===== src/rtl/heartbeat_pkg.sv =====
// Shared constants for the heartbeat bank: channel mode encodings and per-channel reset defaults.
package heartbeat_pkg;

  localparam logic [1:0] HB_PULSE  = 2'b00;
  localparam logic [1:0] HB_SQUARE = 2'b01;
  localparam logic [1:0] HB_PWM    = 2'b10;
  localparam logic [1:0] HB_RSVD   = 2'b11;

  localparam logic       HB_RST_EN   = 1'b1;
  localparam logic [1:0] HB_RST_MODE = HB_PULSE;
  // Period resets to all ones (2^N-1), duty to zero; replicated to width N where used.
  localparam logic       HB_RST_PERIOD_BIT = 1'b1;
  localparam logic       HB_RST_DUTY_BIT   = 1'b0;

endpackage


===== src/rtl/heartbeat_chan.sv =====
// One heartbeat channel: N-bit wrapping counter, active+shadow config, registered out/tick.
// out/tick lag the counter by one cycle; a pending shadow blocks new writes until it is applied.
module heartbeat_chan
  import heartbeat_pkg::*;
#(
  parameter int N = 8
) (
  input  logic         clk,
  input  logic         nreset,
  input  logic         sync,
  input  logic         wr,
  input  logic         wr_en,
  input  logic [1:0]   wr_mode,
  input  logic [N-1:0] wr_period,
  input  logic [N-1:0] wr_duty,
  output logic         pending,
  output logic         out,
  output logic         tick
);

  typedef struct packed {
    logic         en;
    logic [1:0]   mode;
    logic [N-1:0] period;
    logic [N-1:0] duty;
  } cfg_t;

  localparam cfg_t CFG_RST = '{
    en:     HB_RST_EN,
    mode:   HB_RST_MODE,
    period: {N{HB_RST_PERIOD_BIT}},
    duty:   {N{HB_RST_DUTY_BIT}}
  };

  logic [N-1:0] cnt_q, cnt_d;
  cfg_t         act_q, act_d;
  cfg_t         shd_q, shd_d;
  cfg_t         wr_cfg;
  logic         pend_q, pend_d;
  logic         tog_q, tog_d;
  logic         out_q, out_d;
  logic         tick_q, tick_d;
  logic         wrap;
  logic         apply;

  assign wr_cfg = '{en: wr_en, mode: wr_mode, period: wr_period, duty: wr_duty};

  always_comb begin
    cnt_d  = cnt_q;
    act_d  = act_q;
    shd_d  = shd_q;
    pend_d = pend_q;
    tog_d  = tog_q;
    out_d  = 1'b0;
    tick_d = 1'b0;
    wrap   = act_q.en && (cnt_q == act_q.period);
    // Shadow only swaps in at a period boundary, so no partial periods are ever produced.
    apply  = pend_q && (sync || wrap || !act_q.en);

    if (act_q.en) begin
      cnt_d  = wrap ? '0 : cnt_q + 1'b1;
      tog_d  = tog_q ^ wrap;
      tick_d = wrap;
      case (act_q.mode)
        HB_PULSE:  out_d = wrap;
        HB_SQUARE: out_d = tog_q ^ wrap;
        HB_PWM:    out_d = (cnt_q < act_q.duty);
        HB_RSVD:   out_d = 1'b0;
      endcase
    end else begin
      cnt_d = '0;
      tog_d = 1'b0;
    end

    if (apply) begin
      act_d  = shd_q;
      pend_d = 1'b0;
      if (shd_q.mode != act_q.mode) tog_d = 1'b0;
    end

    if (sync) begin
      cnt_d  = '0;
      tog_d  = 1'b0;
      out_d  = 1'b0;
      tick_d = 1'b0;
    end

    // A write is only granted while nothing is pending, so it never collides with apply.
    if (wr) begin
      shd_d  = wr_cfg;
      pend_d = 1'b1;
    end
  end

  always_ff @(posedge clk or negedge nreset) begin
    if (!nreset) begin
      cnt_q  <= '0;
      act_q  <= CFG_RST;
      shd_q  <= CFG_RST;
      pend_q <= 1'b0;
      tog_q  <= 1'b0;
      out_q  <= 1'b0;
      tick_q <= 1'b0;
    end else begin
      cnt_q  <= cnt_d;
      act_q  <= act_d;
      shd_q  <= shd_d;
      pend_q <= pend_d;
      tog_q  <= tog_d;
      out_q  <= out_d;
      tick_q <= tick_d;
    end
  end

  assign pending = pend_q;
  assign out     = out_q;
  assign tick    = tick_q;

endmodule


===== src/rtl/heartbeat_bank.sv =====
// NCH-channel programmable heartbeat/blink generator with a shadowed config write port.
// out/tick registered; cfg_ready drops per channel while that channel still holds an unapplied write.
module heartbeat_bank
  import heartbeat_pkg::*;
#(
  parameter  int N   = 8,
  parameter  int NCH = 4,
  localparam int CW  = (NCH > 1) ? $clog2(NCH) : 1
) (
  input  logic           clk,
  input  logic           nreset,
  input  logic           sync,
  input  logic           cfg_valid,
  output logic           cfg_ready,
  input  logic [CW-1:0]  cfg_ch,
  input  logic           cfg_en,
  input  logic [1:0]     cfg_mode,
  input  logic [N-1:0]   cfg_period,
  input  logic [N-1:0]   cfg_duty,
  output logic [NCH-1:0] out,
  output logic [NCH-1:0] tick
);

  logic [NCH-1:0] pending;
  logic [NCH-1:0] wr;

  // Out-of-range channel indices match nothing: ready stays high and the write is dropped.
  always_comb begin
    cfg_ready = 1'b1;
    wr        = '0;
    for (int i = 0; i < NCH; i++) begin
      if (cfg_ch == CW'(i)) begin
        cfg_ready = !pending[i];
        wr[i]     = cfg_valid && !pending[i];
      end
    end
  end

  for (genvar g = 0; g < NCH; g++) begin : g_chan
    heartbeat_chan #(
      .N(N)
    ) u_chan (
      .clk       (clk),
      .nreset    (nreset),
      .sync      (sync),
      .wr        (wr[g]),
      .wr_en     (cfg_en),
      .wr_mode   (cfg_mode),
      .wr_period (cfg_period),
      .wr_duty   (cfg_duty),
      .pending   (pending[g]),
      .out       (out[g]),
      .tick      (tick[g])
    );
  end

endmodule


===== config.mk =====
export PLATFORM = sky130hd
export DESIGN_NAME = heartbeat_bank
export DESIGN_NICKNAME = d
export VERILOG_FILES = /design/src/rtl/heartbeat_pkg.sv /design/src/rtl/heartbeat_chan.sv /design/src/rtl/heartbeat_bank.sv
export SDC_FILE = /design/constraint.sdc
export NUM_CORES = 1
export LEC_CHECK = 0
export BUFFER_PORTS_ARGS = -buffer_cell sky130_fd_sc_hd__buf_2
export CORE_AREA = 2 2 207 107
export DETAILED_ROUTE_END_ITERATION = 7
export DIE_AREA = 0 0 209 109
export PLACE_DENSITY = 0.63
export REMOVE_ABC_BUFFERS = 1
export SLEW_MARGIN = 20
export SYNTH_ARGS = -nofsm -noshare
export SYNTH_HDL_FRONTEND = slang
export SYNTH_SLANG_ARGS = --single-unit

===== constraint.sdc =====
create_clock -name clk -period 2.46 [get_ports clk]
set_clock_uncertainty 0.15 [all_clocks]
set_input_delay 0.492 -clock clk [delete_from_list [all_inputs] [get_ports clk]]
set_output_delay 0.492 -clock clk [all_outputs]
set_load 0.05 [all_outputs]

# After elaboration in Yosys (flattened, before gate mapping)
# Cells that the tools add are included.
[totals]
inputBits = 25
out_inout_bits = 9
regBits = 200
elab_cells = 188
[classes]
eq_ne = 23
addsub = 4
n_reduce_logical = 37
n_bitwise = 4
n_mux = 64
n_lt_le_gt_ge = 4
[ops]
columns = ["cell", "count"]
rows = [
  ["two-way mux 8 bit", 12],
  ["two-way mux 1 bit", 48],
  ["adder 8 x 1 -> 8 bit, second input constant", 4],
  ["equality test 8 bit", 4],
  ["less-than comparator 8 bit", 4],
  ["equality test 2 bit, second input constant", 10],
  ["case mux 1 bit (4 select lines)", 4],
  ["logical AND 1 bit", 12],
  ["equality test 2 x 1 -> 1 bit, second input constant", 5],
  ["logical NOT 2 bit", 5],
  ["logical NOT 1 bit", 8],
  ["logical OR 1 bit", 8],
  ["inequality test 2 bit", 4],
  ["nonzero test 2 bit", 4],
  ["bitwise XOR 1 bit", 4],
]

# Depth between registers and ports, before layout
[depth]
word_depth = 7
depth_mapped = 7
mapped_depth_nobuf = 7

# Modules after synthesis
# From an unflattened synthesis, not the netlist that was laid out.
[hier_totals]
cells_unflattened = 671
area_unflattened_um2 = 9275.1
[by_module_without_submodules]
columns = ["mod", "seq_area_each_um2", "cells_per_inst", "area_each_um2", "n_inst"]
rows = [
  ["heartbeat_chan", 1273.7, 166, 2303.5, 4],
  ["heartbeat_bank", 0.0, 7, 61.3, 1],
]

# Least setup slack after synthesis
# OpenSTA, ideal clock, no wires.
[synth_timing]
path_type = "register to register"
start = "register g_chan[2].u_chan.cnt_q[3]"
end = "register g_chan[2].u_chan.out_q"
required_ns = 2.216
t_arrival_ns = 1.836
n_path_buf = 0
path_slack_ns = 0.380
setup_ns = 0.094
stages_incl_launch_ff = 7
synth_period_minus_slack_ns = 2.080
cell_sequence = "dfrtp_1 > ha_1 > a211oi_1 > o21ai_0 > a2111oi_0 > o22ai_1 > a211oi_1"
[synth_between]
elab_chain_len = 6
word_cells_on_any_way = 7
cone_classes = "1 x order compare; 1 x eq/ne; 3 x mux; 1 x bitwise; 1 x reduce/logical"
[synth_lines]
columns = ["element", "line_no", "text"]
rows = [
  ["start, declared", "heartbeat_chan.sv:35", "logic [N-1:0] cnt_q, cnt_d;"],
  ["start signal, assigned", "heartbeat_chan.sv:105", "cnt_q <= cnt_d;"],
  ["branches (longest 3 deep; another with less-than comparator 8 bit)", "n/a", ""],
  ["case mux 1 bit (4 select lines) (*)", "heartbeat_chan.sv:64", "case (act_q.mode)"],
  ["two-way mux 1 bit (*)", "heartbeat_chan.sv:60", "if (act_q.en) begin"],
  ["two-way mux 1 bit (*)", "heartbeat_chan.sv:81", "if (sync) begin"],
  ["via g_chan[2].u_chan.out_d", "heartbeat_chan.sv:41", "logic out_q, out_d;"],
  ["end signal, assigned", "heartbeat_chan.sv:110", "out_q <= out_d;"],
  ["end, declared", "heartbeat_chan.sv:41", ""],
]
# Mark *: on every way through the listed nets, which the timed path passes.
# A chain may end at the register's enable or synchronous reset.

# Final worst setup path
[layout_timing]
start = "register g_chan[3].u_chan.pend_q"
end = "output port cfg_ready"
[layout_between]
elab_chain_len = 2
[layout_lines]
columns = ["element", "line_no", "text"]
rows = [
  ["start, declared", "heartbeat_chan.sv:39", "logic pend_q, pend_d;"],
  ["start signal, assigned", "heartbeat_chan.sv:108", "pend_q <= pend_d;"],
  ["logical NOT 1 bit", "heartbeat_bank.sv:33", "cfg_ready = !pending[i];"],
  ["two-way mux 1 bit", "heartbeat_bank.sv:32", "if (cfg_ch == CW'(i)) begin"],
  ["end, declared", "heartbeat_bank.sv:14", "output logic cfg_ready,"],
]
# Every way passes these cells.

==> summary.txt <==
Placement
  – HPWL Detailed: 14,700 um
  – Pre-CTS setup slack: 0.170 ns
  – Gpl congestion: 0.812
  – Placed insts: 1,001
  – Placement Cell Area: just under 10,000 sq um
  – Number of port buffers: 33

Setup path
  – Setup crit end kind: output pin
  – R2R Setup Slk: roughly 0.21 ns
  – Reg2reg start: g_chan[2].u_chan.act_q[3]$_DFFE_PN0P_
  – R2R depth: 8
  – Critical Path RT: 1.82 ns
  – Crit Path Max Fanout: 5
  – Startpoint Class: flip-flop
  – Critical path class: flip-flop to output pin
  – Worst path arrival time: 1.74 ns
  – RR Endpoint: g_chan[2].u_chan.out$_DFF_PN0_

Global route
  – First-pass GRT wire length: 32,900 um
  – Number of global-route vias before repair: roughly 6,000
  – Grt total ovfl: 0
  – Pin count of the biggest net entering global routing: 56
  – All-Layer GR Usage: 19.3%
  – Initial antenna violation count: 2

Clock network
  – Reg clk slew, reported paths: 0.08 ns
  – TritonCTS Buffers: 17
  – Clk_lat worst skew: roughly 0.44 ns
  – Root buffer cell: clkbuf_16
  – CTS sink cnt: 200
  – Clock Path Buffers: 2
  – H-tree levels: 4
  – Setup bufs post-CTS: 0
  – CTS tree: built

Power
  – Max rail drop VDD: a little over 0.0004 V
  – Leak Pwr: 4.50 nW
  – Power Dens Cells: 1080 nW/um^2
  – Power Total: about 11 mW

Logic synthesis
  – Seq/Total Area, Yosys: 55.9%
  – Ys async rst share: 100%
  – Yosys warning count: 0
  – Synthesized area: 9120 sq um
  – Avg Inst Size Synth: 13.2 sq um
  – Dominant cells by area after synthesis: dfrtp_1, dfstp_2, mux2_2
  – Main synth FF type: dfrtp_1
  – Seq cells post-synth: 200
  – Synth area leader: dfrtp_1
  – Synth top area share: 35.1%
  – Post-synth EDFFs: 0
  – Post-synth cell types: 42
  – Post-Synthesis Cells: 693

Timing
  – Setup TNS: 0 ns
  – Final setup viols: 0
  – Worst-Margin Slew: around 0.48 ns
  – Period utilization: 96.9%
  – Hold Fails Final Rpt: 0
  – Hold slack: 0.278 ns
  – Final setup margin: 0.0764 ns
  – Final slew viol count: 0
  – Post-layout min period: approximately 2.4 ns
  – Fmax: 0.420 GHz
  – Max-slew headroom: 67.7%
  – RSZ-0062 raised after global routing: no

Route
  – Routed length per instance: 19.4 um
  – Post-DR vias/cell: 5.28
  – Drt first pass iters: 4
  – Drt total wl: 20,100 um
  – Residual DRC: 0
  – DRT iter0 DRCs: around 270
  – Post-route ant nets: 0
  – Via count: 5,469

Floorplanning
  – Die width: 209 um
  – Overall die height: 109 um
  – Core area: 21,200 sq um
  – FP Rows: 38
  – Die area: 22,800 sq um
  – Initial core utilization: 43.1%
  – Total I/O pin count: 34

Finish
  – Non-filler cells, final: 1,035
  – Synth-to-Final Area Change: 13.1%
  – Post-route cell area: roughly 10,000 sq um
  – Ratio of cells with drive above 1 in the final layout: 42.0%
  – Layout Nets: 798
  – Final core occ: 48.7%

Job
  – # Max-Cap Violations: 0

Run status
  – Outcome: finished, final reports clean

Worst hold path
  – Worst hold path startpoint: cfg_period[5]
  – WHS Path Cells: 2
  – Worst min path class: primary input to flip-flop
  – Hold EP: g_chan[0].u_chan.shd_q[13]$_DFFE_PN1P_
-- cell usage after synthesis (all sizes together) (5+ instances only) --
cell,count
dfstp,72
a211oi,10
o211ai,8
o21ai,7
mux2,150
inv,45
nand2,17
dfrtp,128
buf,16
xor2,14
nand3,16
nor2,44
clkbuf,8
o21bai,7
xnor2,50
nand4,10
a21oi,14
nand2b,5
ha,32
and3,8
-- logic make-up after synthesis --
group | synth area share, %
multiplexers | 19.3
adder cells (fa/ha/maj) | 4.39
AND/OR/NAND/NOR | 6.78
flip-flops | 55.9
buffers and inverters | 3.42
XOR/XNOR | 6.15
AO/OA/AOI/OAI | 4.13
-- timing repair --
item                                    4_1_cts  5_1_grt
endpoints found under the setup margin        0        1
endpoints found under the hold margin        33        0
resized for setup                             0        2
hold buffers                                  1        0
-- flip-flops by register name, summed over array words and instances, names as in the netlist --
name                   count
g_chan.u_chan.cnt_q       32
g_chan.u_chan.tick         4
g_chan.u_chan.pending      4
g_chan.u_chan.tog_q        4
g_chan.u_chan.shd_q       76
g_chan.u_chan.act_q       76
g_chan.u_chan.out          4
-- layout make-up --
type,count,area [sq um]
timing repair buffer,53,352
tap,280,350
inverter,45,169
clock buffer,20,457
antenna,1,2.50
fill,1835,10800
clock inverter,12,141
sequential,200,5090
multi-input combinational,424,3750
-- critical path, stage by stage, from the launching register on --
cell and delay, ns:
dfrtp_1 0.47, mux4_2 0.49, inv_1 0.08, buf_2 0.26
-- per-layer routing --
layer | track usage [%] | routed length [um]
met5 | 0 | 0
met4 | 5.36 | 198
met3 | 4.44 | 1100
met2 | 28.9 | 8660
met1 | 28.2 | 10200
-- cell usage in the layout, fill, tap and decap left out, drive strengths merged, types with 2 or more instances in the layout --
cell type  Yosys  layout
o2111a         3       3
o21bai         7       7
dfrtp        128     128
inv           45      48
nor2b          3       3
mux2         150     150
o22ai          3       3
xor2          14      14
o211ai         8       8
nor3           3       3
and3           8       8
ha            32      32
clkinvlp       0       2
clkinv         0       5
nand2b         5       5
nand3         16      16
nand2         17      17
nor3b          4       4
a21oi         14      14
bufinv         0       2
or4            4       4
or3            4       4
nor2          44      44
clkbuf         8      21
o21ai          7       7
buf           16      51
dfstp         72      72
nand4         10      10
a211oi        10      10
xnor2         50      50
-- power by group --
group,switching [mW],total [mW],internal [mW]
logic,1.34,2.88,1.54
registers,0.760,5.40,4.64
clock network,1.26,2.83,1.57
-- worst max-delay path by stage --
| stage | startpoint | endpoint | slack, ns |
|---|---|---|---|
| after floorplan | cfg_ch[0] | g_chan[0].u_chan.shd_q[0]$_DFFE_PN0P_ | -0.88 |
| after global placement | cfg_ch[0] | cfg_ready | 0.26 |
| after detailed placement | g_chan[2].u_chan.act_q[3]$_DFFE_PN0P_ | g_chan[2].u_chan.out$_DFF_PN0_ | 0.17 |
| after CTS | g_chan[3].u_chan.pending$_DFFE_PN0P_ | cfg_ready | 0.04 |
| after global routing | g_chan[3].u_chan.pending$_DFFE_PN0P_ | cfg_ready | 0.006 |
| final | g_chan[3].u_chan.pending$_DFFE_PN0P_ | cfg_ready | 0.08 |
No activity file was read; power rests on OpenSTA's default activity.
